**config.mk**
```make
export PLATFORM = sky130hd
export DESIGN_NAME = task_dispatcher_flat
export DESIGN_NICKNAME = d
export VERILOG_FILES = /design/src/rtl/task_dispatcher_pkg.sv /design/src/rtl/if_axi_light.sv /design/src/rtl/dispatch_fifo.sv /design/src/rtl/task_dispatcher.sv /design/src/flat_wrapper.sv
export SDC_FILE = /design/constraint.sdc
export NUM_CORES = 1
export LEC_CHECK = 0
export CAP_MARGIN = 15
export CORE_ASPECT_RATIO = 0.7
export CORE_MARGIN = 2
export CORE_UTILIZATION = 25
export CTS_BUF_LIST = sky130_fd_sc_hd__clkbuf_8
export CTS_CLUSTER_DIAMETER = 150
export DETAILED_ROUTE_END_ITERATION = 12
export PLACE_DENSITY_LB_ADDON = 0.15
export REMOVE_ABC_BUFFERS = 1
export SLEW_MARGIN = 15
export SYNTH_ARGS = -nofsm -noshare
export SYNTH_HDL_FRONTEND = slang
export SYNTH_HIERARCHICAL = 1
export SYNTH_SLANG_ARGS = --single-unit
```
**constraint.sdc**
```tcl
create_clock -name clk -period 4.28 [get_ports clk]
set_clock_uncertainty 0.1 [all_clocks]
set_input_delay 0.428 -clock clk [delete_from_list [all_inputs] [get_ports clk]]
set_output_delay 0.428 -clock clk [all_outputs]
set_load 0.02 [all_outputs]
```
**src/rtl/task_dispatcher_pkg.sv**
```systemverilog
// Shared definitions for the task dispatcher and the node control block address map.
// Holds the bus widths, the node count, the control-register address bits, the AXI
// response code and the dispatcher state encoding.
package task_dispatcher_pkg;

  localparam int unsigned AXI_ADDR_WIDTH             = 32;
  localparam int unsigned AXI_DATA_WIDTH             = 32;
  localparam int unsigned NUM_NODES_PROCESSING       = 32;
  localparam int unsigned NUM_NODES_PROCESSING_WIDTH = 5;

  // Control block address map: one select bit per register, node id in the low bits.
  localparam int unsigned ADDR_PROG_BIT = 7;
  localparam int unsigned ADDR_BUSY_BIT = 8;
  localparam int unsigned ADDR_NODE_LSB = 2;

  localparam logic [1:0] RESP_OKAY = 2'b00;

  typedef enum logic [2:0] {
    StIdle,
    StPollAr,
    StPollR,
    StPick,
    StWait,
    StWr,
    StBresp
  } state_e;

endpackage

```
**src/rtl/if_axi_light.sv**
```systemverilog
// AXI-lite bundle between the dispatcher (master) and the node control block (slave).
// Carries the five AXI-lite channels: AW, W, B, AR and R.
interface if_axi_light;
  import task_dispatcher_pkg::*;

  logic [AXI_ADDR_WIDTH-1:0]   awaddr;
  logic [2:0]                  awprot;
  logic                        awvalid;
  logic                        awready;
  logic [AXI_DATA_WIDTH-1:0]   wdata;
  logic [AXI_DATA_WIDTH/8-1:0] wstrb;
  logic                        wvalid;
  logic                        wready;
  logic [1:0]                  bresp;
  logic                        bvalid;
  logic                        bready;
  logic [AXI_ADDR_WIDTH-1:0]   araddr;
  logic [2:0]                  arprot;
  logic                        arvalid;
  logic                        arready;
  logic [AXI_DATA_WIDTH-1:0]   rdata;
  logic [1:0]                  rresp;
  logic                        rvalid;
  logic                        rready;

  modport master (
    output awaddr, awprot, awvalid, input awready,
    output wdata, wstrb, wvalid, input wready,
    input bresp, bvalid, output bready,
    output araddr, arprot, arvalid, input arready,
    input rdata, rresp, rvalid, output rready
  );

  modport slave (
    input awaddr, awprot, awvalid, output awready,
    input wdata, wstrb, wvalid, output wready,
    output bresp, bvalid, input bready,
    input araddr, arprot, arvalid, output arready,
    output rdata, rresp, rvalid, input rready
  );

endinterface

```
**src/rtl/dispatch_fifo.sv**
```systemverilog
// Synchronous task FIFO with registered count, empty and ready (not-full) flags.
// Ports: clk, res_n (sync active-low), push/push_data, pop, head (oldest entry),
//        count, empty, ready (0 while in reset and while full).
module dispatch_fifo #(
  parameter int unsigned DEPTH = 8,
  parameter int unsigned WIDTH = 32
) (
  input  logic                     clk,
  input  logic                     res_n,
  input  logic                     push,
  input  logic [WIDTH-1:0]         push_data,
  input  logic                     pop,
  output logic [WIDTH-1:0]         head,
  output logic [$clog2(DEPTH):0]   count,
  output logic                     empty,
  output logic                     ready
);

  localparam int unsigned PtrW = $clog2(DEPTH);
  localparam logic [PtrW:0] FullCnt = (PtrW+1)'(DEPTH);

  logic [WIDTH-1:0] mem_q [DEPTH];
  logic [PtrW-1:0]  wr_ptr_q, rd_ptr_q;
  logic [PtrW:0]    count_q, count_d;
  logic             empty_q, ready_q;
  logic             do_push, do_pop;

  // ready_q is the registered not-full flag, so a push into a full FIFO is refused even
  // when a pop happens in the same cycle.
  assign do_push = push && ready_q;
  assign do_pop  = pop && !empty_q;

  always_comb begin
    count_d = count_q;
    if (do_push && !do_pop) begin
      count_d = count_q + (PtrW+1)'(1);
    end else if (!do_push && do_pop) begin
      count_d = count_q - (PtrW+1)'(1);
    end
  end

  always_ff @(posedge clk) begin
    if (!res_n) begin
      wr_ptr_q <= '0;
      rd_ptr_q <= '0;
      count_q  <= '0;
      empty_q  <= 1'b1;
      ready_q  <= 1'b0;
    end else begin
      if (do_push) wr_ptr_q <= wr_ptr_q + PtrW'(1);
      if (do_pop)  rd_ptr_q <= rd_ptr_q + PtrW'(1);
      count_q <= count_d;
      empty_q <= (count_d == '0);
      ready_q <= (count_d != FullCnt);
    end
  end

  always_ff @(posedge clk) begin
    if (do_push) mem_q[wr_ptr_q] <= push_data;
  end

  assign head  = mem_q[rd_ptr_q];
  assign count = count_q;
  assign empty = empty_q;
  assign ready = ready_q;

endmodule

```
**src/rtl/task_dispatcher.sv**
```systemverilog
// AXI-lite master that queues program offsets and hands each one to the lowest-indexed
// idle, enabled processing node by writing the node's program register.
// Ports: clk, res_n (sync active-low), m_axi (AXI-lite master), task_valid/task_offset/
//        task_ready (task push), node_enable (usable nodes), fifo_count (queued tasks),
//        dispatched (successful dispatches, wraps), last_node, err (sticky: [0] zero
//        offset, [1] non-OKAY response).
module task_dispatcher
  import task_dispatcher_pkg::*;
#(
  parameter int unsigned FIFO_DEPTH = 8,
  parameter logic [31:0] CTRL_BASE  = 32'h8000_0000,
  parameter int unsigned POLL_GAP   = 16,
  parameter int unsigned PROG_BIT   = ADDR_PROG_BIT,
  parameter int unsigned BUSY_BIT   = ADDR_BUSY_BIT,
  parameter int unsigned NODE_LSB   = ADDR_NODE_LSB
) (
  input  logic                                  clk,
  input  logic                                  res_n,
  if_axi_light.master                           m_axi,
  input  logic                                  task_valid,
  input  logic [AXI_DATA_WIDTH-1:0]             task_offset,
  output logic                                  task_ready,
  input  logic [NUM_NODES_PROCESSING-1:0]       node_enable,
  output logic [$clog2(FIFO_DEPTH):0]           fifo_count,
  output logic [31:0]                           dispatched,
  output logic [NUM_NODES_PROCESSING_WIDTH-1:0] last_node,
  output logic [1:0]                            err
);

  localparam logic [15:0] PollGap = 16'(POLL_GAP);

  state_e                                state_q;
  logic [15:0]                           poll_cnt_q;
  logic [NUM_NODES_PROCESSING-1:0]       free_q;
  logic [NUM_NODES_PROCESSING_WIDTH-1:0] node_q, last_node_q;
  logic [AXI_DATA_WIDTH-1:0]             wdata_q, fifo_head;
  logic [AXI_ADDR_WIDTH-1:0]             awaddr_q;
  logic                                  arvalid_q, rready_q, awvalid_q, wvalid_q, bready_q;
  logic [31:0]                           dispatched_q;
  logic [1:0]                            err_q;
  logic                                  fifo_empty, fifo_push, fifo_pop, zero_push;

  function automatic logic [NUM_NODES_PROCESSING_WIDTH-1:0] pick_lowest(
    input logic [NUM_NODES_PROCESSING-1:0] v
  );
    pick_lowest = '0;
    for (int i = NUM_NODES_PROCESSING - 1; i >= 0; i--) begin
      if (v[i]) pick_lowest = NUM_NODES_PROCESSING_WIDTH'(i);
    end
  endfunction

  // Zero offsets are consumed from the producer but never queued.
  assign zero_push = task_valid && task_ready && (task_offset == '0);
  assign fifo_push = task_valid && task_ready && (task_offset != '0);
  assign fifo_pop  = (state_q == StPick) && (free_q != '0);

  dispatch_fifo #(
    .DEPTH (FIFO_DEPTH),
    .WIDTH (AXI_DATA_WIDTH)
  ) u_fifo (
    .clk       (clk),
    .res_n     (res_n),
    .push      (fifo_push),
    .push_data (task_offset),
    .pop       (fifo_pop),
    .head      (fifo_head),
    .count     (fifo_count),
    .empty     (fifo_empty),
    .ready     (task_ready)
  );

  always_ff @(posedge clk) begin
    if (!res_n) begin
      state_q      <= StIdle;
      poll_cnt_q   <= '0;
      free_q       <= '0;
      node_q       <= '0;
      last_node_q  <= '0;
      wdata_q      <= '0;
      awaddr_q     <= '0;
      arvalid_q    <= 1'b0;
      rready_q     <= 1'b0;
      awvalid_q    <= 1'b0;
      wvalid_q     <= 1'b0;
      bready_q     <= 1'b0;
      dispatched_q <= '0;
      err_q        <= '0;
    end else begin
      if (zero_push) err_q[0] <= 1'b1;
      unique case (state_q)
        StIdle: begin
          if (!fifo_empty) begin
            arvalid_q <= 1'b1;
            state_q   <= StPollAr;
          end
        end
        StPollAr: begin
          if (m_axi.arready) begin
            arvalid_q <= 1'b0;
            rready_q  <= 1'b1;
            state_q   <= StPollR;
          end
        end
        StPollR: begin
          if (m_axi.rvalid) begin
            rready_q <= 1'b0;
            if (m_axi.rresp == RESP_OKAY) begin
              free_q <= ~m_axi.rdata[NUM_NODES_PROCESSING-1:0] & node_enable;
            end else begin
              free_q   <= '0;
              err_q[1] <= 1'b1;
            end
            state_q <= StPick;
          end
        end
        StPick: begin
          if (free_q == '0) begin
            if (POLL_GAP == 0) begin
              arvalid_q <= 1'b1;
              state_q   <= StPollAr;
            end else begin
              poll_cnt_q <= PollGap;
              state_q    <= StWait;
            end
          end else begin
            node_q    <= pick_lowest(free_q);
            awaddr_q  <= CTRL_BASE | (32'(1) << PROG_BIT)
                       | (32'(pick_lowest(free_q)) << NODE_LSB);
            wdata_q   <= fifo_head;
            awvalid_q <= 1'b1;
            wvalid_q  <= 1'b1;
            state_q   <= StWr;
          end
        end
        StWait: begin
          // Exactly POLL_GAP cycles are spent here before the next busy read.
          poll_cnt_q <= poll_cnt_q - 16'd1;
          if (poll_cnt_q <= 16'd1) begin
            arvalid_q <= 1'b1;
            state_q   <= StPollAr;
          end
        end
        StWr: begin
          if (m_axi.awready) awvalid_q <= 1'b0;
          if (m_axi.wready)  wvalid_q  <= 1'b0;
          if ((!awvalid_q || m_axi.awready) && (!wvalid_q || m_axi.wready)) begin
            bready_q <= 1'b1;
            state_q  <= StBresp;
          end
        end
        StBresp: begin
          if (m_axi.bvalid) begin
            bready_q <= 1'b0;
            if (m_axi.bresp == RESP_OKAY) begin
              dispatched_q <= dispatched_q + 32'd1;
              last_node_q  <= node_q;
            end else begin
              err_q[1] <= 1'b1;
            end
            state_q <= StIdle;
          end
        end
        default: state_q <= StIdle;
      endcase
    end
  end

  assign m_axi.araddr  = CTRL_BASE | (32'(1) << BUSY_BIT);
  assign m_axi.arprot  = 3'b000;
  assign m_axi.arvalid = arvalid_q;
  assign m_axi.rready  = rready_q;
  assign m_axi.awaddr  = awaddr_q;
  assign m_axi.awprot  = 3'b000;
  assign m_axi.awvalid = awvalid_q;
  assign m_axi.wdata   = wdata_q;
  assign m_axi.wstrb   = '1;
  assign m_axi.wvalid  = wvalid_q;
  assign m_axi.bready  = bready_q;

  assign dispatched = dispatched_q;
  assign last_node  = last_node_q;
  assign err        = err_q;

endmodule
```
**src/flat_wrapper.sv**
```systemverilog
// flat-port wrapper written by rule: the top's interface ports become plain ports
module task_dispatcher_flat import task_dispatcher_pkg::*;
#(
  parameter int unsigned FIFO_DEPTH = 8,
  parameter logic [31:0] CTRL_BASE  = 32'h8000_0000,
  parameter int unsigned POLL_GAP   = 16,
  parameter int unsigned PROG_BIT   = ADDR_PROG_BIT,
  parameter int unsigned BUSY_BIT   = ADDR_BUSY_BIT,
  parameter int unsigned NODE_LSB   = ADDR_NODE_LSB
)
  (clk, res_n, task_valid, task_offset, task_ready, node_enable, fifo_count, dispatched, last_node, err, m_axi_awaddr, m_axi_awprot, m_axi_awvalid, m_axi_awready, m_axi_wdata, m_axi_wstrb, m_axi_wvalid, m_axi_wready, m_axi_bresp, m_axi_bvalid, m_axi_bready, m_axi_araddr, m_axi_arprot, m_axi_arvalid, m_axi_arready, m_axi_rdata, m_axi_rresp, m_axi_rvalid, m_axi_rready);
  if_axi_light m_axi_i ();
  input  logic clk;
  input  logic res_n;
  input  logic task_valid;
  input  logic [AXI_DATA_WIDTH-1:0] task_offset;
  output logic task_ready;
  input  logic [NUM_NODES_PROCESSING-1:0] node_enable;
  output logic [$clog2(FIFO_DEPTH):0] fifo_count;
  output logic [31:0] dispatched;
  output logic [NUM_NODES_PROCESSING_WIDTH-1:0] last_node;
  output logic [1:0] err;
  output wire logic [$bits(m_axi_i.awaddr)-1:0] m_axi_awaddr;
  output wire logic [$bits(m_axi_i.awprot)-1:0] m_axi_awprot;
  output wire logic [$bits(m_axi_i.awvalid)-1:0] m_axi_awvalid;
  input wire logic [$bits(m_axi_i.awready)-1:0] m_axi_awready;
  output wire logic [$bits(m_axi_i.wdata)-1:0] m_axi_wdata;
  output wire logic [$bits(m_axi_i.wstrb)-1:0] m_axi_wstrb;
  output wire logic [$bits(m_axi_i.wvalid)-1:0] m_axi_wvalid;
  input wire logic [$bits(m_axi_i.wready)-1:0] m_axi_wready;
  input wire logic [$bits(m_axi_i.bresp)-1:0] m_axi_bresp;
  input wire logic [$bits(m_axi_i.bvalid)-1:0] m_axi_bvalid;
  output wire logic [$bits(m_axi_i.bready)-1:0] m_axi_bready;
  output wire logic [$bits(m_axi_i.araddr)-1:0] m_axi_araddr;
  output wire logic [$bits(m_axi_i.arprot)-1:0] m_axi_arprot;
  output wire logic [$bits(m_axi_i.arvalid)-1:0] m_axi_arvalid;
  input wire logic [$bits(m_axi_i.arready)-1:0] m_axi_arready;
  input wire logic [$bits(m_axi_i.rdata)-1:0] m_axi_rdata;
  input wire logic [$bits(m_axi_i.rresp)-1:0] m_axi_rresp;
  input wire logic [$bits(m_axi_i.rvalid)-1:0] m_axi_rvalid;
  output wire logic [$bits(m_axi_i.rready)-1:0] m_axi_rready;
  assign m_axi_awaddr = m_axi_i.awaddr;
  assign m_axi_awprot = m_axi_i.awprot;
  assign m_axi_awvalid = m_axi_i.awvalid;
  assign m_axi_i.awready = m_axi_awready;
  assign m_axi_wdata = m_axi_i.wdata;
  assign m_axi_wstrb = m_axi_i.wstrb;
  assign m_axi_wvalid = m_axi_i.wvalid;
  assign m_axi_i.wready = m_axi_wready;
  assign m_axi_i.bresp = m_axi_bresp;
  assign m_axi_i.bvalid = m_axi_bvalid;
  assign m_axi_bready = m_axi_i.bready;
  assign m_axi_araddr = m_axi_i.araddr;
  assign m_axi_arprot = m_axi_i.arprot;
  assign m_axi_arvalid = m_axi_i.arvalid;
  assign m_axi_i.arready = m_axi_arready;
  assign m_axi_i.rdata = m_axi_rdata;
  assign m_axi_i.rresp = m_axi_rresp;
  assign m_axi_i.rvalid = m_axi_rvalid;
  assign m_axi_rready = m_axi_i.rready;
  task_dispatcher #(.FIFO_DEPTH(FIFO_DEPTH), .CTRL_BASE(CTRL_BASE), .POLL_GAP(POLL_GAP), .PROG_BIT(PROG_BIT), .BUSY_BIT(BUSY_BIT), .NODE_LSB(NODE_LSB)) u_core (.clk(clk), .res_n(res_n), .m_axi(m_axi_i), .task_valid(task_valid), .task_offset(task_offset), .task_ready(task_ready), .node_enable(node_enable), .fifo_count(fifo_count), .dispatched(dispatched), .last_node(last_node), .err(err));
endmodule
```
==> out/metrics.yaml <==
status: "complete, no violations"
wire_per_inst_um: 18.34
htree_levels: 3
arrival_ns: 3.71
intPower_mw: 6.260
p_switching_mw: 1.942
end_kind: "flop"
comb_power_share_pct: 5.1
hold_class: "in -> reg"
async_reset_ff_share_pct: 0
netlist_instances: 1270
drt_iter0_drc: 543
num-fill-cells: 6780
power_density_nw_per_um2: 385.2
synth_top_cell_area_share_pct: 44.96
clock_latency_ns: 0.64
timing.hold.ws_ns: 0.2774
port_buffers: 195
start_util_pct: 25.19
rsz0062_at_grt: "false"
fp-row-count: 80
die_h_um: 222.8
drtPass1Iterations: 5
num_vias: 10860
antenna_found_initial: 4
drtAntennaViolNets: 0
grt_pass1_wl_um: 67430
cts-resized-gates: 0
fin_crit_ns: 3.288
globalRouteOverflowTotal: 0
cts_setup_buffers: 0
die-area_um2: 70530
die_x_um: 316.6
hold_viol: 0
cts_buffer_depth: 3
synth_edf_count: 256
seq_power_share_pct: 51.3
clkPwrFrac_pct: 43.6
slew_viol_final: 0
netSwitchingFraction_pct: 23.67
clkTransAtPathRegs_ns: 0.06
finalCritPeriodShare_pct: 76.83
max_freq_mhz: 304.1
synthesis.area_um2: 17100
slew_headroom_pct: 29.68
routed_wl_um: 45180
worstMarginPinSlew_ns: 1.054
globalplace.congestion: 0.7339
dpl.cell_count: 2329
stdcell_count: 2463
critPathKind: "in -> reg"
track_usage_pct: 12.69
ios: 263
p_total_mw: 8.202
clock_sink_count: 404
synth.ff_latch_count: 404
synth_area_leader_cell: "edfxtp_1"
grt_max_degree: 86
setup_tns_ns: 0
ys.flop_type: "edfxtp_1"
coreArea_um2: 67870
avgSynthCellArea_um2: 13.46
ir_drop_mv: 0.1596
ys_top_cells_by_area: "edfxtp_1 (45%), dfxtp_1 (17%), mux4_1 (6.1%)"
synthToLayoutAreaGrowth_pct: 24.55
drive_above_1_share_pct: 13.27
ys_seq_area_share_pct: 62.30
vias_per_cell: 4.411
setup_viol: 0
required_ns: 4.70
p_leak_nw: 6.934
cts_tree: "built"
cp_max_fo: 13
dp.final_hpwl_um: 28220
ys_types: 69
layout.nets: 1616
yosys_warnings: 6
layout_commonest_cell: "edfxtp_1"
layout_common_cells: "edfxtp_1 (256), clkdlybuf4s50_1 (195), dfxtp_1 (145)"
cts_made_buffers: 72
maxCapViolations: 0
hold_buffers: 0
drc: 0
crit_path_start_kind: "input pin"
clock-root-buffer: "clkbuf_8"
grt_pass1_vias: 10770
## final timing paths
path	from	end	slack, ns	cells after the start
max	task_offset[27]	u_core/u_fifo/ready$_SDFF_PN0_	0.99	9
min	node_enable[26]	u_core/free_q[26]$_SDFFE_PN0P_	0.28	3
max reg2reg	u_core/state_q[1]$_SDFFE_PN0P_	u_core/u_fifo/ready$_SDFF_PN0_	1.12	8
min reg2reg	u_core/m_axi.wdata[31]$_SDFFE_PN0P_	u_core/m_axi.wdata[31]$_SDFFE_PN0P_	0.35	2
## state kept, by name (all words and copies together) (netlist names), 3 cells and up, named ones only
signal and flops:
u_core/u_fifo/rd_ptr_q 3, u_core/state_q 3, u_core/u_fifo/count 4, u_core/u_fifo/mem_q 256, u_core/dispatched 32, u_core/free_q 32
u_core/m_axi.wdata 32, u_core/u_fifo/wr_ptr_q 3, u_core/last_node 5, u_core/node_q 4, u_core/poll_cnt_q 16
## cells in the mapped netlist (3+ instances only)
cell,instances
buf_6,10
ha_1,7
nand2b_1,5
edfxtp_1,256
nand4b_1,33
buf_1,6
a31oi_1,4
or4_1,10
nor2b_1,8
mux4_2,24
clkbuf_1,38
mux4_1,40
nand2_1,139
and4_1,5
mux2_2,32
or3_1,6
dfxtp_1,148
a21boi_0,3
nor3_1,30
nand4_1,13
o211ai_1,8
inv_1,24
nand3_1,27
xnor2_1,33
nor4_1,30
and3_1,14
nor2_1,63
buf_2,6
o21a_1,8
o21ai_0,16
o31ai_1,11
o221a_1,3
a21oi_1,88
buf_4,72
and2_1,8
## kinds of logic (layout without fill, tap and decap cells)
kind of cell	after synthesis	count (layout)	synth area share, %
muxes	97	97	11.48
other	2	68	0.04393
buffers and inverters	162	387	5.906
AOI/OAI and AO/OA	159	159	5.708
adders and majority gates	7	7	0.5123
DFF	404	404	62.30
and+or+nand+nor	404	404	12.27
xor gates and xnor gates	35	35	1.793
## area by class of cell
cell class | instances | area (µm²) | share of cell area (%)
Multi-Input combinational cell | 769 | 5733 | 26.92
Inverter | 25 | 96.34 | 0.4525
Sequential cell | 404 | 10660 | 50.05
Clock inverter | 53 | 317.8 | 1.493
Antenna cell | 1 | 2.502 | 0.01175
Clock buffer | 80 | 1101 | 5.171
Tap cell | 902 | 1129 | 5.300
Timing Repair Buffer | 229 | 2257 | 10.60
## layer usage
metal / GRT usage (%) / part of all wire (%) / wire length [µm] / up-vias
met5: 0 / 0.051 / 23 / -
met4: 4.458 / 2.5 / 1149 / 4
met3: 2.949 / 4.2 / 1885 / 89
met2: 18.59 / 44 / 19770 / 214
met1: 18.24 / 49 / 22350 / 5400
li1: - / - / - / 5157
## stage by stage
| step | utilization (%) | worst slack (ns) | area [µm²] |
|---|---|---|---|
| 6_report | 31.38 | 0.9917 | 21290 |
| 5_1_grt | 31.38 | 0.7990 | 21290 |
| 4_1_cts | 31.37 | 1.022 | 21290 |
| 3_5_place_dp | 29.28 | 0.2994 | 19870 |
| 3_3_place_gp | 29.28 | 0.3682 | 19870 |
| 2_1_floorplan | - | -0.3778 | 16420 |
## worst max-delay path: stages
cell	delay (ns)
clkdlybuf4s50_1	0.57
nor4_1	0.87
nand4_1	0.25
nor2_1	0.15
nor2_1	0.08
nand2_1	0.40
nand4b_1	0.26
and3b_1	0.28
o41a_1	0.40
## power by group through the flow
stage / Sequential [mW] / Combinational (mW) / Clock [mW]
finish: 4.20 / 0.421 / 3.58
global route: 4.21 / 0.460 / 3.92
CTS: 4.20 / 0.426 / 3.75
detailed placement: 4.29 / 0.425 / 0
global placement: 4.29 / 0.422 / 0
floorplan: 4.29 / 0.185 / 0
(Power assumes the default switching activity.)
